$ cat src/rtl/irq_pkg.sv
// Shared types and constants for the interrupt dispatch stage.
// Holds the FSM state encoding, level codes and the level-flag encoder.
package irq_pkg;

  typedef enum logic [1:0] {
    IDLE   = 2'd0,
    REQ    = 2'd1,
    CLR    = 2'd2,
    SETTLE = 2'd3
  } state_e;

  localparam logic [1:0] LVL_A = 2'd0;
  localparam logic [1:0] LVL_B = 2'd1;
  localparam logic [1:0] LVL_C = 2'd2;

  localparam int NUM_LEVELS = 3;
  localparam int NUM_CHAN   = 9;

  // Any=1 with no flag set still resolves to the lowest level.
  function automatic logic [1:0] lvl_encode(input logic [2:0] flags);
    if (flags[0])      return LVL_A;
    else if (flags[1]) return LVL_B;
    else               return LVL_C;
  endfunction

endpackage

$ cat src/rtl/irq_cycle_timer.sv
// Loadable down-counter with zero flag; load has priority over decrement.
// Counts down one per cycle and parks at zero.
module irq_cycle_timer #(
  parameter int W = 4
) (
  input  logic         clk,
  input  logic         rst,
  input  logic         load_i,
  input  logic [W-1:0] load_val_i,
  output logic         zero_o
);

  logic [W-1:0] cnt_q, cnt_d;

  always_comb begin
    cnt_d = cnt_q;
    if (load_i)
      cnt_d = load_val_i;
    else if (cnt_q != '0)
      cnt_d = cnt_q - 1'b1;
  end

  always_ff @(posedge clk) begin
    if (rst) cnt_q <= '0;
    else     cnt_q <= cnt_d;
  end

  assign zero_o = (cnt_q == '0);

endmodule

$ cat src/rtl/irq_dispatch_seq.sv
// Registers the priority-encoder result and runs the irq/ack/clear handshake toward the CPU.
// Optional per-level service counters are built when IRQ_DISPATCH_STATS_EN is defined.
module irq_dispatch_seq
  import irq_pkg::*;
#(
  parameter int CHAN_W  = 4,
  parameter int HOLDOFF = 2,
  parameter int TIMEOUT = 8,
  parameter int CNT_W   = 16
) (
  input  logic              clk,
  input  logic              rst,
  input  logic              pe_any_i,
  input  logic [2:0]        pe_level_i,
  input  logic [CHAN_W-1:0] pe_chan_i,
  output logic              irq_o,
  output logic [1:0]        irq_level_o,
  output logic [CHAN_W-1:0] irq_chan_o,
  input  logic              irq_ack_i,
  output logic              clr_valid_o,
  output logic [1:0]        clr_level_o,
  output logic [CHAN_W-1:0] clr_chan_o,
  output logic              busy_o,
  output logic              timeout_err_o,
  input  logic              timeout_clr_i
`ifdef IRQ_DISPATCH_STATS_EN
  ,
  output logic [3*CNT_W-1:0] svc_cnt_o
`endif
);

  localparam int TMR_MAX = (HOLDOFF > TIMEOUT) ? HOLDOFF : TIMEOUT;
  localparam int TMR_W   = (TMR_MAX > 0) ? $clog2(TMR_MAX + 1) : 1;
  // Loaded with N-1 so that exactly N cycles are spent in the timed state.
  localparam logic [TMR_W-1:0] TO_LOAD = (TIMEOUT > 0) ? TMR_W'(TIMEOUT - 1) : '0;
  localparam logic [TMR_W-1:0] HO_LOAD = (HOLDOFF > 0) ? TMR_W'(HOLDOFF - 1) : '0;

  state_e            state_q, state_d;
  logic              any_in_q, any_in_d;
  logic [2:0]        lvl_in_q, lvl_in_d;
  logic [CHAN_W-1:0] chan_in_q, chan_in_d;
  logic [1:0]        lvl_q, lvl_d;
  logic [CHAN_W-1:0] chan_q, chan_d;
  logic              err_q, err_d;

  logic              tmr_load;
  logic [TMR_W-1:0]  tmr_val;
  logic              tmr_zero;
  logic              to_evt;

  irq_cycle_timer #(.W(TMR_W)) u_timer (
    .clk        (clk),
    .rst        (rst),
    .load_i     (tmr_load),
    .load_val_i (tmr_val),
    .zero_o     (tmr_zero)
  );

  always_ff @(posedge clk) begin
    if (rst) state_q <= IDLE;
    else     state_q <= state_d;
  end

  always_comb begin
    state_d  = state_q;
    tmr_load = 1'b0;
    tmr_val  = '0;
    to_evt   = 1'b0;
    case (state_q)
      IDLE: begin
        if (any_in_q) begin
          state_d  = REQ;
          tmr_load = 1'b1;
          tmr_val  = TO_LOAD;
        end
      end
      REQ: begin
        if (irq_ack_i) begin
          state_d = CLR;
        end else if (TIMEOUT != 0 && tmr_zero) begin
          to_evt   = 1'b1;
          state_d  = (HOLDOFF == 0) ? IDLE : SETTLE;
          tmr_load = 1'b1;
          tmr_val  = HO_LOAD;
        end
      end
      CLR: begin
        state_d  = (HOLDOFF == 0) ? IDLE : SETTLE;
        tmr_load = 1'b1;
        tmr_val  = HO_LOAD;
      end
      SETTLE: begin
        if (tmr_zero) state_d = IDLE;
      end
      default: state_d = IDLE;
    endcase
  end

  always_comb begin
    any_in_d  = pe_any_i;
    lvl_in_d  = pe_level_i;
    chan_in_d = pe_chan_i;
    lvl_d     = lvl_q;
    chan_d    = chan_q;
    if (state_q == IDLE && any_in_q) begin
      lvl_d  = lvl_encode(lvl_in_q);
      chan_d = chan_in_q;
    end
    err_d = err_q;
    if (timeout_clr_i) err_d = 1'b0;
    if (to_evt)        err_d = 1'b1;
  end

  always_ff @(posedge clk) begin
    if (rst) begin
      any_in_q  <= 1'b0;
      lvl_in_q  <= '0;
      chan_in_q <= '0;
      lvl_q     <= '0;
      chan_q    <= '0;
      err_q     <= 1'b0;
    end else begin
      any_in_q  <= any_in_d;
      lvl_in_q  <= lvl_in_d;
      chan_in_q <= chan_in_d;
      lvl_q     <= lvl_d;
      chan_q    <= chan_d;
      err_q     <= err_d;
    end
  end

  always_comb begin
    irq_o         = (state_q == REQ);
    irq_level_o   = lvl_q;
    irq_chan_o    = chan_q;
    clr_valid_o   = (state_q == CLR);
    clr_level_o   = clr_valid_o ? lvl_q  : '0;
    clr_chan_o    = clr_valid_o ? chan_q : '0;
    busy_o        = (state_q != IDLE);
    timeout_err_o = err_q;
  end

`ifdef IRQ_DISPATCH_STATS_EN
  logic [NUM_LEVELS-1:0][CNT_W-1:0] svc_q, svc_d;

  always_comb begin
    svc_d = svc_q;
    if (state_q == REQ && state_d == CLR) begin
      for (int i = 0; i < NUM_LEVELS; i++) begin
        if (lvl_q == 2'(i) && svc_q[i] != '1)
          svc_d[i] = svc_q[i] + 1'b1;
      end
    end
  end

  always_ff @(posedge clk) begin
    if (rst) svc_q <= '0;
    else     svc_q <= svc_d;
  end

  assign svc_cnt_o = svc_q;
`endif

endmodule

$ cat config.mk
export PLATFORM = sky130hd
export DESIGN_NAME = irq_dispatch_seq
export DESIGN_NICKNAME = d
export VERILOG_FILES = /design/src/rtl/irq_pkg.sv /design/src/rtl/irq_cycle_timer.sv /design/src/rtl/irq_dispatch_seq.sv
export SDC_FILE = /design/constraint.sdc
export NUM_CORES = 1
export LEC_CHECK = 0
export ABC_AREA = 1
export BUFFER_PORTS_ARGS = -buffer_cell sky130_fd_sc_hd__buf_2
export CAP_MARGIN = 40
export CORE_MARGIN = 4
export CORE_UTILIZATION = 50
export CTS_CLUSTER_DIAMETER = 80
export DETAILED_ROUTE_END_ITERATION = 10
export GPL_TIMING_DRIVEN = 0
export PLACE_DENSITY = 0.83
export REMOVE_ABC_BUFFERS = 1
export SLEW_MARGIN = 10
export SYNTH_ARGS = -nofsm -noshare
export SYNTH_HDL_FRONTEND = slang
export SYNTH_SLANG_ARGS = --single-unit
$ cat constraint.sdc
create_clock -name clk -period 2.1 [get_ports clk]
set_input_delay 0 -clock clk [delete_from_list [all_inputs] [get_ports clk]]
set_output_delay 0 -clock clk [all_outputs]
set_load 0.1 [all_outputs]
# [Yosys cells after proc, flatten, opt, wreduce, memory -nomap -nowiden]
# Index checks and enable logic that the tools add are counted.
[totals] inputBits=12 output_inout_bits=16 regBits=20 wordCells=45
[op_classes] muxes=22 eq_ne=6 reduce_logical=8 n_addsub=1
[ops] operator="2-bit two-way mux" count=7
[ops] operator="4-bit two-way mux" count=3
[ops] operator="3-bit case mux with 3 select lines" count=1
[ops] operator="1-bit two-way mux" count=8
[ops] operator="2-bit case mux with 4 select lines" count=1
[ops] operator="2-bit nonzero test" count=3
[ops] operator="2-bit equality test, second input constant" count=2
[ops] operator="4-bit zero test" count=1
[ops] operator="2-bit != test, second input constant" count=2
[ops] operator="4-bit nonzero test" count=1
[ops] operator="4-bit by 1-bit subtractor with 4-bit output, second input constant" count=1
[ops] operator="3-bit two-way mux" count=1
[ops] operator="3-bit by 1-bit != test with 1-bit output, second input constant" count=1
[ops] operator="1-bit case mux with 3 select lines" count=1
[ops] operator="3-bit AND reduction" count=1
[ops] operator="2-bit by 1-bit equality test with 1-bit output, second input constant" count=1
[ops] operator="2-bit zero test" count=1
[ops] operator="1-bit logical AND" count=1

# [Depth between registers and ports, before layout]
# Gate-level depths: netlist (run 1).
[logic_depth] ltp_word=5 ltp_mapped=10 ltp_nobuf=10

# [By module]
# From an unflattened synthesis (run 1), not the netlist that was laid out.
[hier_totals] cells_unflattened=137 area_unflattened_um2=978.4
[modules_own_cells] mod="irq_dispatch_seq" instances=1 area_per_inst_um2=730.7 cells_per_inst=97
[modules_own_cells] mod="irq_cycle_timer" instances=1 area_per_inst_um2=247.7 cells_per_inst=40

# [Least setup slack after synthesis (run 1)]
# No wires, ideal clock.
[synth_timing] path_kind="register to output" start="register state_q[0]" end="output clr_level_o[1]" arrival_time_ns=2.095 setup_slack_ns=0.005 path_stages_with_launch=5 n_path_buf=0 cell_sequence="dfxtp_1 -> inv_1 -> ha_1 -> nand2_1 -> inv_1"
[synth_between] elab_chain_cells=2
[synth_rtl] item="start: declaration" line_no="irq_dispatch_seq.sv:38" text="state_e state_q, state_d;"
[synth_rtl] item="start signal: assignment" line_no="irq_dispatch_seq.sv:61" text="else state_q <= state_d;"
[synth_rtl] item="2-bit equality test" line_no="irq_dispatch_seq.sv:136" text="clr_valid_o = (state_q == CLR);"
[synth_rtl] item="via clr_valid_o" line_no="irq_dispatch_seq.sv:20" text="output logic clr_valid_o,"
[synth_rtl] item="2-bit two-way mux" line_no="irq_dispatch_seq.sv:137" text="clr_level_o = clr_valid_o ? lvl_q : '0;"
[synth_rtl] item="end: declaration" line_no="irq_dispatch_seq.sv:21" text="output logic [1:0] clr_level_o,"
# The timed path passes the listed nets, and every way through them passes these cells.

# [Worst setup path in the final report (run 1)]
[layout_timing] start="register state_q[0]" end="output clr_chan_o[0]"
[layout_between] elab_chain_cells=2
[layout_rtl] item="2-bit equality test" line_no="irq_dispatch_seq.sv:136"
[layout_rtl] item="4-bit two-way mux" line_no="irq_dispatch_seq.sv:138" text="clr_chan_o = clr_valid_o ? chan_q : '0;"
[layout_rtl] item="end: declaration" line_no="irq_dispatch_seq.sv:22" text="output logic [CHAN_W-1:0] clr_chan_o,"
# No other way between the ends.

==> results by group, run 1 <==
Floorplan
  • DIE HEIGHT: 50.51 um
  • I/O Pins: 28
  • Core box area: 1727 sq um
  • Die area: 2551 sq um
  • Starting density of the core: 52.32%
  • Width of the die: 50.51 um
  • Row cnt: 15

STA
  • Worst-Margin Slew: 0.4879 ns
  • Period minus WS final: 1.748 ns
  • Clock skew: 0.002928 ns
  • Fmax: 572.0 MHz
  • Hold_ws: 0.01420 ns
  • Final Cycle Share: 83.25%
  • RSZ-0062 raised after global routing: no
  • Slew Limit Fails: 0
  • Setup tns final: 0 ns
  • Final Hold Viols: 0
  • Slew HR: 67.70%
  • # setup viols final: 0

Placed design
  • Post-Place Cell Area: 1061 sq um
  • DP HPWL: 1360 um
  • Routability cong.: 0.7729
  • Port bufs: 26

Logic synthesis
  • Synth Area in Compound Gates: 8.726%
  • Synth Area in Adders: 8.310%
  • Count of cell types in the netlist: 18
  • Syn. warnings: 0
  • Mux cell area share after synthesis: 0%
  • Post-synthesis simple-gate area fraction: 25.07%
  • Cells after Synth: 120
  • Cell area after synthesis: 903.4 sq um
  • Flops & latches, synth: 20
  • Xor-xnor portion of the synthesized cell area: 2.909%
  • Mean post-synth cell area: 7.528 sq um
  • Sequential share of the synthesized area: 44.32%
  • Largest family of logic cells by synthesized area: simple AND/OR/NAND/NOR gates

Clock tree
  • CTS Buf Count: 3
  • Clock-pin slew on the worst setup and hold paths: 0.11 ns
  • Clk buf depth: 2
  • Clk root buf: clkbuf_4
  • Clock sinks: 20
  • Post-CTS sizing: 0
  • Clock latency at the later pin of the worst-skew pair: 0.30 ns
  • Post-CTS setup buffer count: 0
  • CTS tree: built
  • Htree depth: 1

Worst hold path
  • Hold Path Class: primary input to flip-flop
  • Hold Path Stages: 2

Route
  • DRT iter0 DRCs: 7
  • DR pass1 iterations: 4
  • # DRC: 0
  • WL per Instance: 10.04 um
  • Routed vias: 833
  • WL final: 1828 um
  • Post-DRT Antenna Nets: 0
  • Average vias per placed instance: 4.577

Global routing
  • Largest net degree at the start of global routing: 14
  • Gr ovfl total: 0
  • Vias in the first global route: 802
  • First-pass GRT wire length: 3346 um
  • Initial antenna violation count: 0
  • Tot GR Track Use: 17.17%

Worst setup path
  • CP max stage cell: buf_2
  • Critical path fanouts, max: 8
  • Crit. End Element: output pin
  • Most used cell, CP: inv_1
  • Worst-path cell chain: inv_1, ha_1, nand2_1, inv_1, buf_2
  • FF-to-FF path depth: 10
  • Critical path type: flip-flop to output pin
  • Critical path arrival: 1.75 ns
  • CP Launch Type: flip-flop
  • Max incr delay on CP: 0.41 ns
  • Critical Path RT: 2.10 ns

Layout
  • Commonest non-fill, non-tap cell in the layout: buf_2
  • Share of layout cells above drive strength 1: 24.20%
  • Post-route cell area: 1177 sq um
  • Most frequent cells in the layout: buf_2 (26), inv_1 (23), nor2_1 (20), dfxtp_1 (20), nand2_1 (18)
  • Nets: 176
  • Ant. Diodes: 0
  • P&R area growth vs syn: 30.33%

Power
  • LEAKAGE: 0.6633 nW
  • Maximum VDD drop: 1.227 mV
  • Cell area power density: 1413 nW/um^2

Outcome
  • Status: complete, no violations

Run
  • Max-cap violations: 0
==> routing by layer <==
| metal | up-vias | track usage, % | wire, um |
|---|---|---|---|
| met5 | - | 0 | 0 |
| met4 | 0 | 8.520 | 10 |
| met3 | 2 | 3.858 | 85 |
| met2 | 22 | 31.74 | 992 |
| met1 | 371 | 17.98 | 739 |
| li1 | 438 | - | - |
==> worst max-delay path: cells and delay by family (launching register included) <==
kind	cells	cell delay, ns
buf+inv	3	0.61
flops	1	0.37
simple gates	1	0.10
fa+ha+maj	1	0.37
==> area by class of cell <==
| cell class | instances | area, sq um |
|---|---|---|
| well taps | 25 | 31.28 |
| repair buffers | 34 | 210.2 |
| multi-input cells | 75 | 406.6 |
| flip-flops and latches | 20 | 400.4 |
| clock buffers | 4 | 36.28 |
| inverters | 24 | 92.59 |
| fillers | 154 | 549.3 |
==> cells by family (layout without fill, tap and decap cells) <==
logic type	Yosys count	after routing
AO/OA/AOI/OAI	14	14
XOR/XNOR	3	3
adder cells (fa/ha/maj)	6	6
buffers and inverters	25	62
flip-flops	20	20
AND/OR/NAND/NOR	52	52
==> worst paths after layout <==
kind | from | end | slack [ns]
min | rst | chan_in_q[2] | 0.01
max reg2reg | state_q[0] | u_timer.cnt_q[1] | 0.55
max | state_q[0] | clr_chan_o[0] | 0.35
min reg2reg | timeout_err_o | timeout_err_o | 0.47
==> synthesized netlist by cell type <==
master / instances / share of area [%]
o21ai_2: 1 / 0.97
or2_1: 1 / 0.69
nor2_1: 20 / 8.3
o21ai_0: 5 / 2.8
nor2_2: 2 / 1.4
nor3_1: 1 / 0.55
inv_4: 1 / 0.69
xor2_1: 3 / 2.9
ha_1: 6 / 8.3
o211a_1: 1 / 1.1
nand2_2: 4 / 2.8
inv_1: 23 / 9.6
a21oi_1: 7 / 3.9
clkbuf_1: 1 / 0.42
nand3b_1: 2 / 1.7
dfxtp_1: 20 / 44
nand3_1: 4 / 2.2
nand2_1: 18 / 7.5
==> sequential cells by signal, summed over array words and instances (netlist names) <==
name and flops:
any_in_q 1, chan_in_q 4, irq_chan_o 4, irq_level_o 2, lvl_in_q 2, state_q 2
timeout_err_o 1, u_timer.cnt_q 4
==> through the flow <==
step / utilization (%) / worst slack, ns / power [mW] / cells
floorplan: - / 0.004523 / 1.294 / 119
global placement: 61.45 / 0.6128 / 1.404 / 170
detailed placement: 61.45 / 0.5651 / 1.435 / 170
CTS: 68.19 / 0.3490 / 1.672 / 182
global route: 68.19 / 0.2317 / 1.796 / 182
finish: 68.19 / 0.3517 / 1.663 / 182
==> repair_timing <==
item | 4_1_cts | 5_1_grt
setup endpoints to repair | 0 | 0
hold buffers | 8 | 0
endpoints found under the hold margin | 8 | 0
==> where the power goes <==
part / total, mW / leakage [nW] / internal, mW / switching, mW
Sequential: 0.512 / 0.165 / 0.456 / 0.0556
Combinational: 0.927 / 0.477 / 0.237 / 0.690
Clock: 0.225 / 0.0210 / 0.106 / 0.119
Note: power is estimated with default switching activity, not from simulation.
==> run 2, diff against run 1 <==
--- a/config.mk
+++ b/config.mk
@@ -9,11 +9,11 @@
 export BUFFER_PORTS_ARGS = -buffer_cell sky130_fd_sc_hd__buf_2
 export CAP_MARGIN = 40
 export CORE_MARGIN = 4
-export CORE_UTILIZATION = 50
+export CORE_UTILIZATION = 44
 export CTS_CLUSTER_DIAMETER = 80
 export DETAILED_ROUTE_END_ITERATION = 10
 export GPL_TIMING_DRIVEN = 0
-export PLACE_DENSITY = 0.83
+export PLACE_DENSITY = 0.78
 export REMOVE_ABC_BUFFERS = 1
 export SLEW_MARGIN = 10
 export SYNTH_ARGS = -nofsm -noshare
==> constraint.sdc (replaced) <==
create_clock -name clk -period 1.54 [get_ports clk]
set_input_delay 0 -clock clk [delete_from_list [all_inputs] [get_ports clk]]
set_output_delay 0 -clock clk [all_outputs]
set_load 0.1 [all_outputs]
==> run 2 against run 1 <==
Against the previous run:
- clock-buffer cell count is the same
- clock power grew 32%
- highest routed layer unchanged
- core utilization shrank 5.1 points
- combinational power grew 42%
- critical path type unchanged
- hold slack gained 0.0071 ns
==> results by group, run 2 (synthesis gave the netlist of run 1 again) <==
Floorplan
  • Width of the die: 53.31 um (+5.6%)
  • I/O Pins: 28 (unchanged)
  • Die area: 2842 sq um (+11%)
  • Core box area: 1962 sq um (+14%)
  • DIE HEIGHT: 53.31 um (+5.6%)
  • Row cnt: 16 (+1)
  • Starting density of the core: 46.05% (-6.3 points)

STA
  • Final Hold Viols: 0 (unchanged)
  • Worst-Margin Slew: 0.4957 ns (+0.007761 ns)
  • Clock skew: 0.003952 ns (+0.001023 ns)
  • Slew HR: 67.18% (-0.51 points)
  • Worst Slack Setup Final: 0.06794 ns (-0.2837 ns)
  • # setup viols final: 0 (unchanged)
  • Slew Limit Fails: 0 (unchanged)
  • Final Cycle Share: 95.59%
  • Hold_ws: 0.02133 ns (+0.007132 ns)
  • Fmax: 679.3 MHz
  • Period minus WS final: 1.472 ns
  • RSZ-0062 raised after global routing: yes

Worst setup path
  • Critical path type: flip-flop to output pin
  • Critical Path RT: 1.54 ns (-0.56 ns)
  • Critical path fanouts, max: 8 (unchanged)
  • Critical path arrival: 1.47 ns (-0.28 ns)
  • Crit. End Element: output pin
  • R2r setup slk: 0.12 ns (-0.43 ns)
  • Worst-path cell chain: inv_1, ha_2, nand2_1, inv_1, buf_6
  • Max incr delay on CP: 0.35 ns (-0.06 ns)
  • Most used cell, CP: inv_1
  • CP max stage cell: dfxtp_2
  • CP Launch Type: flip-flop

Clock tree
  • Clock sinks: 20 (unchanged)
  • Htree depth: 1 (unchanged)
  • Clk buf depth: 2 (unchanged)
  • CTS Buf Count: 3 (unchanged)
  • Clock latency at the later pin of the worst-skew pair: 0.30 ns (about the same)
  • CTS tree: built
  • Clock-pin slew on the worst setup and hold paths: 0.11 ns (about the same)
  • Clk root buf: clkbuf_4
  • Post-CTS setup buffer count: 0 (unchanged)

Power
  • Cell area power density: 1870 nW/um^2 (+32%)
  • Flop pwr share: 30.4% (-0.4 points)
  • Net Sw Frac: 50.99% (-0.96 points)
  • Clock power share: 12.8% (-0.7 points)
  • Sw Pwr: 1.181 mW (+37%)
  • P_int: 1.135 mW (+42%)
  • LEAKAGE: 0.6693 nW (+0.90%)
  • Maximum VDD drop: 1.205 mV (-1.8%)
  • Combinational power share: 56.8% (+1.1 points)
  • Final Power: 2.316 mW (+39%)

Global routing
  • Gr ovfl total: 0 (unchanged)
  • Tot GR Track Use: 14.37% (-2.8 points)
  • Vias in the first global route: 703 (-12%)
  • Largest net degree at the start of global routing: 14 (unchanged)
  • Initial antenna violation count: 0 (unchanged)
  • First-pass GRT wire length: 2898 um (-13%)

Layout
  • Most frequent cells in the layout: inv_1 (23), nor2_1 (20), nand2_1 (18), dfxtp_1 (18), buf_2 (18)
  • Nets: 176 (unchanged)
  • P&R area growth vs syn: 37.12%
  • Commonest non-fill, non-tap cell in the layout: inv_1
  • Ant. Diodes: 0 (unchanged)
  • Count of non-filler cells in the finished layout: 184 (+1.1%)
  • Share of layout cells above drive strength 1: 27.39% (+3.2 points)

Placed design
  • Setup Slack @ Placement: -0.004623 ns (-0.5698 ns)
  • Port bufs: 26 (unchanged)
  • Placed cell count: 172 (+1.2%)
  • Routability cong.: 0.7661 (-0.88%)
  • DP HPWL: 1253 um (-7.9%)

Route
  • # DRC: 0 (unchanged)
  • WL per Instance: 10.38 um (+3.4%)
  • Routed vias: 807 (-3.1%)
  • DRT iter0 DRCs: 21 (+14)
  • WL final: 1910 um (+4.5%)
  • DR pass1 iterations: 4 (unchanged)
  • Post-DRT Antenna Nets: 0 (unchanged)
  • Average vias per placed instance: 4.386 (-4.2%)

Run
  • Max-cap violations: 0 (unchanged)

Outcome
  • Status: complete, no violations

Worst hold path
  • Hold Path Class: primary input to flip-flop
==> run 2: cell types whose count changed in the layout (fill, tap and decap cells not counted) <==
cell,delta
a21oi_1,-1
a21oi_2,+1
buf_2,-8
buf_4,+2
buf_6,+6
dfxtp_1,-2
dfxtp_2,+2
ha_1,-2
ha_2,+2
nand2_2,-1
nand2_4,+1
==> run 2: repair_timing <==
item	in CTS	in global routing
setup endpoints to repair	9	10
resized for setup	10	10
endpoints found under the hold margin	8	0
hold buffers	8	0
==> run 2: layout make-up <==
cell class	instances	area [sq um]
Inverter	24	92.59
Timing Repair Buffer	34	252.7
Tap cell	27	33.78
Fill cell	198	723.2
Clock buffer	4	36.28
Sequential cell	20	402.9
Multi-Input combinational cell	75	420.4
==> run 2: path summary, 6_finish.rpt <==
kind	from	to	cells after the start
max	state_q[0]	clr_level_o[1]	5
min	irq_ack_i	timeout_err_o	4
max reg2reg	state_q[1]	u_timer.cnt_q[1]	9
min reg2reg	timeout_err_o	timeout_err_o	2
==> run 2: worst max-delay path: cells and delay by family, from the launching register on <==
kind                     cells  cell delay (ns)
buffers and inverters        3             0.45
adder cells (fa/ha/maj)      1             0.30
flip-flops                   1             0.35
AND/OR/NAND/NOR              1             0.07
==> run 2: power groups by stage <==
stage	logic [mW]	registers [mW]	clock network [mW]
floorplan	0.880	0.885	0
global placement	1.21	0.705	0
detailed placement	1.24	0.710	0
CTS	1.28	0.701	0.301
global route	1.43	0.721	0.319
finish	1.32	0.703	0.296
==> run 2: per-stage QoR <==
| stage | cell area, sq um | setup TNS (ns) | util (%) |
|---|---|---|---|
| 2_1_floorplan | 899.6 | -6.019 | - |
| 3_3_place_gp | 1064 | 0 | 54.21 |
| 3_5_place_dp | 1064 | -0.004623 | 54.21 |
| 4_1_cts | 1204 | 0 | 61.35 |
| 5_1_grt | 1239 | -0.1021 | 63.14 |
| 6_report | 1239 | 0 | 63.14 |
==> run 2: layer usage <==
layer	wire (um)	GRT usage, %	vias to the layer above
met2	1043	26.73	13
met4	8	3.830	0
met1	780	14.92	355
li1	-	-	437
met3	77	5.070	2
met5	0	0	-
==> run 3, diff against run 2 <==
--- a/config.mk
+++ b/config.mk
@@ -9,11 +9,11 @@
 export BUFFER_PORTS_ARGS = -buffer_cell sky130_fd_sc_hd__buf_2
 export CAP_MARGIN = 40
 export CORE_MARGIN = 4
-export CORE_UTILIZATION = 44
+export CORE_UTILIZATION = 40
 export CTS_CLUSTER_DIAMETER = 80
 export DETAILED_ROUTE_END_ITERATION = 10
 export GPL_TIMING_DRIVEN = 0
-export PLACE_DENSITY = 0.78
+export PLACE_DENSITY_LB_ADDON = 0.05
 export REMOVE_ABC_BUFFERS = 1
 export SLEW_MARGIN = 10
 export SYNTH_ARGS = -nofsm -noshare
==> run 3 against run 2 <==
Against the previous run:
- via count shrank 0.37%
- non-clock buffer count is the same
- global-route usage shrank 1.8 points
- clock-buffer cell count shrank 1
==> results by group, run 3 (synthesis gave the netlist of run 1 again) <==
Outcome
  • Status: complete, no violations

Floorplan
  • DIE HEIGHT: 55.52 um (+4.1%)
  • Core box area: 2062 sq um (+5.1%)
  • Width of the die: 55.52 um (+4.1%)
  • Die area: 3082 sq um (+8.5%)
  • Starting density of the core: 43.81% (-2.2 points)
  • I/O Pins: 28 (unchanged)
  • Row cnt: 16 (unchanged)

Layout
  • Share of layout cells above drive strength 1: 26.11% (-1.3 points)
  • Post-layout util: 60.68% (-2.5 points)
  • Most frequent cells in the layout: inv_1 (23), nor2_1 (20), nand2_1 (18), dfxtp_1 (18), buf_2 (18)
  • Ant. Diodes: 0 (unchanged)
  • Nets: 176 (unchanged)
  • Commonest non-fill, non-tap cell in the layout: inv_1
  • P&R area growth vs syn: 38.50%
  • Count of non-filler cells in the finished layout: 184 (unchanged)
  • Post-route cell area: 1251 sq um (+1.0%)

Global routing
  • Gr ovfl total: 0 (unchanged)
  • Largest net degree at the start of global routing: 14 (unchanged)
  • Vias in the first global route: 716 (+1.8%)
  • Tot GR Track Use: 12.59% (-1.8 points)
  • First-pass GRT wire length: 3056 um (+5.5%)
  • Initial antenna violation count: 0 (unchanged)

Placed design
  • Placed cell count: 172 (unchanged)
  • Port bufs: 26 (unchanged)
  • Post-Place Cell Area: 1064 sq um (unchanged)
  • DP HPWL: 1290 um (+3.0%)
  • Setup Slack @ Placement: -0.007526 ns (-0.002903 ns)
  • Routability cong.: 0.8174 (+6.7%)

STA
  • Final Cycle Share: 94.71% (-0.88 points)
  • Fmax: 685.6 MHz (+0.93%)
  • Clock skew: 0.001667 ns (-0.002285 ns)
  • Slew HR: 67.22% (about the same)
  • Worst-Margin Slew: 0.4951 ns (-0.0005773 ns)
  • Setup tns final: 0 ns (unchanged)
  • Worst Slack Setup Final: 0.08152 ns (+0.01357 ns)
  • RSZ-0062 raised after global routing: yes
  • Hold_ws: 0.008176 ns (-0.01315 ns)
  • # setup viols final: 0 (unchanged)
  • Period minus WS final: 1.458 ns (-0.01357 ns)
  • Slew Limit Fails: 0 (unchanged)
  • Final Hold Viols: 0 (unchanged)

Clock tree
  • Clock latency at the later pin of the worst-skew pair: 0.30 ns (about the same)
  • Clock sinks: 20 (unchanged)
  • Clock-pin slew on the worst setup and hold paths: 0.12 ns (about the same)
  • Clk root buf: clkbuf_4
  • Clk buf depth: 2 (unchanged)
  • Post-CTS setup buffer count: 0 (unchanged)
  • Htree depth: 1 (unchanged)
  • CTS tree: built
  • CTS Buf Count: 3 (unchanged)

Worst setup path
  • Critical path type: flip-flop to output pin
  • Reg2reg start: state_q[0]
  • Critical path arrival: 1.46 ns (about the same)
  • Critical path fanouts, max: 8 (unchanged)
  • Crit. End Element: output pin
  • Critical Path RT: 1.54 ns (about the same)
  • CP Launch Type: flip-flop
  • FF-to-FF path depth: 10 (+1)
  • Reg-to-Reg End: u_timer.cnt_q[1]
  • R2r setup slk: 0.10 ns (-0.02 ns)

Route
  • DR pass1 iterations: 4 (unchanged)
  • # DRC: 0 (unchanged)
  • Average vias per placed instance: 4.370 (-0.37%)
  • Post-DRT Antenna Nets: 0 (unchanged)
  • DRT iter0 DRCs: 13 (-38%)
  • WL final: 1781 um (-6.8%)
  • WL per Instance: 9.679 um (-6.8%)
  • Routed vias: 804 (-0.37%)

Worst hold path
  • HP Start: rst
  • Hold Path Class: primary input to flip-flop
  • WHS Endpoint: state_q[0]
  • Hold Path Stages: 2 (-2)

Power
  • Final Power: 2.421 mW (+4.5%)
  • Cell area power density: 1935 nW/um^2 (+3.5%)
  • Maximum VDD drop: 1.491 mV (+24%)
  • LEAKAGE: 0.6772 nW (+1.2%)

Run
  • Max-cap violations: 0 (unchanged)
run 3: cell types whose count changed in the layout (fill, tap and decap cells not counted), sizes merged:
cell	before	now
bufinv	0	1
clkbuf	4	3
run 3: how the worst max path moves through the flow:
stage | endpoint | slack, ns | start
detailed placement | u_timer.cnt_q[1] | -0.008 | state_q[0]
global route | clr_level_o[0] | -0.04 | state_q[0]
global placement | u_timer.cnt_q[1] | 0.0007 | state_q[0]
CTS | u_timer.cnt_q[1] | 0.02 | state_q[1]
finish | clr_chan_o[1] | 0.08 | state_q[0]
floorplan | clr_level_o[1] | -0.56 | state_q[0]
run 3: cell type report:
cell class	instances	area, sq um
Sequential cell	20	405.4
Multi-Input combinational cell	75	414.1
Fill cell	193	810.8
Inverter	24	92.59
Clock buffer	3	22.52
Clock inverter	1	30.03
Timing Repair Buffer	34	252.7
Tap cell	27	33.78
run 3: layer usage:
layer | up-vias | global-route usage, % | part of all wire (%)
li1 | 434 | - | -
met1 | 347 | 14.97 | 46
met2 | 19 | 20.78 | 47
met3 | 4 | 2.564 | 5.1
met4 | 0 | 7.292 | 1.8
met5 | - | 0 | 0
run 3: where the power goes:
part           leakage, nW  switching [mW]  internal, mW  total (mW)
Combinational        0.483           0.932         0.351        1.28
Clock               0.0279           0.169         0.263       0.432
Sequential           0.166          0.0745         0.631       0.705
run 3: critical path, stage by stage (launching register included):
cell	delay, ns
dfxtp_4	0.38
inv_1	0.12
ha_2	0.30
nand2_1	0.07
inv_1	0.07
buf_6	0.22
run 3: repair_timing:
item | CTS | global route
setup endpoints to repair | 10 | 10
resized for setup | 10 | 9
hold buffers | 8 | 0
endpoints found under the hold margin | 8 | 0
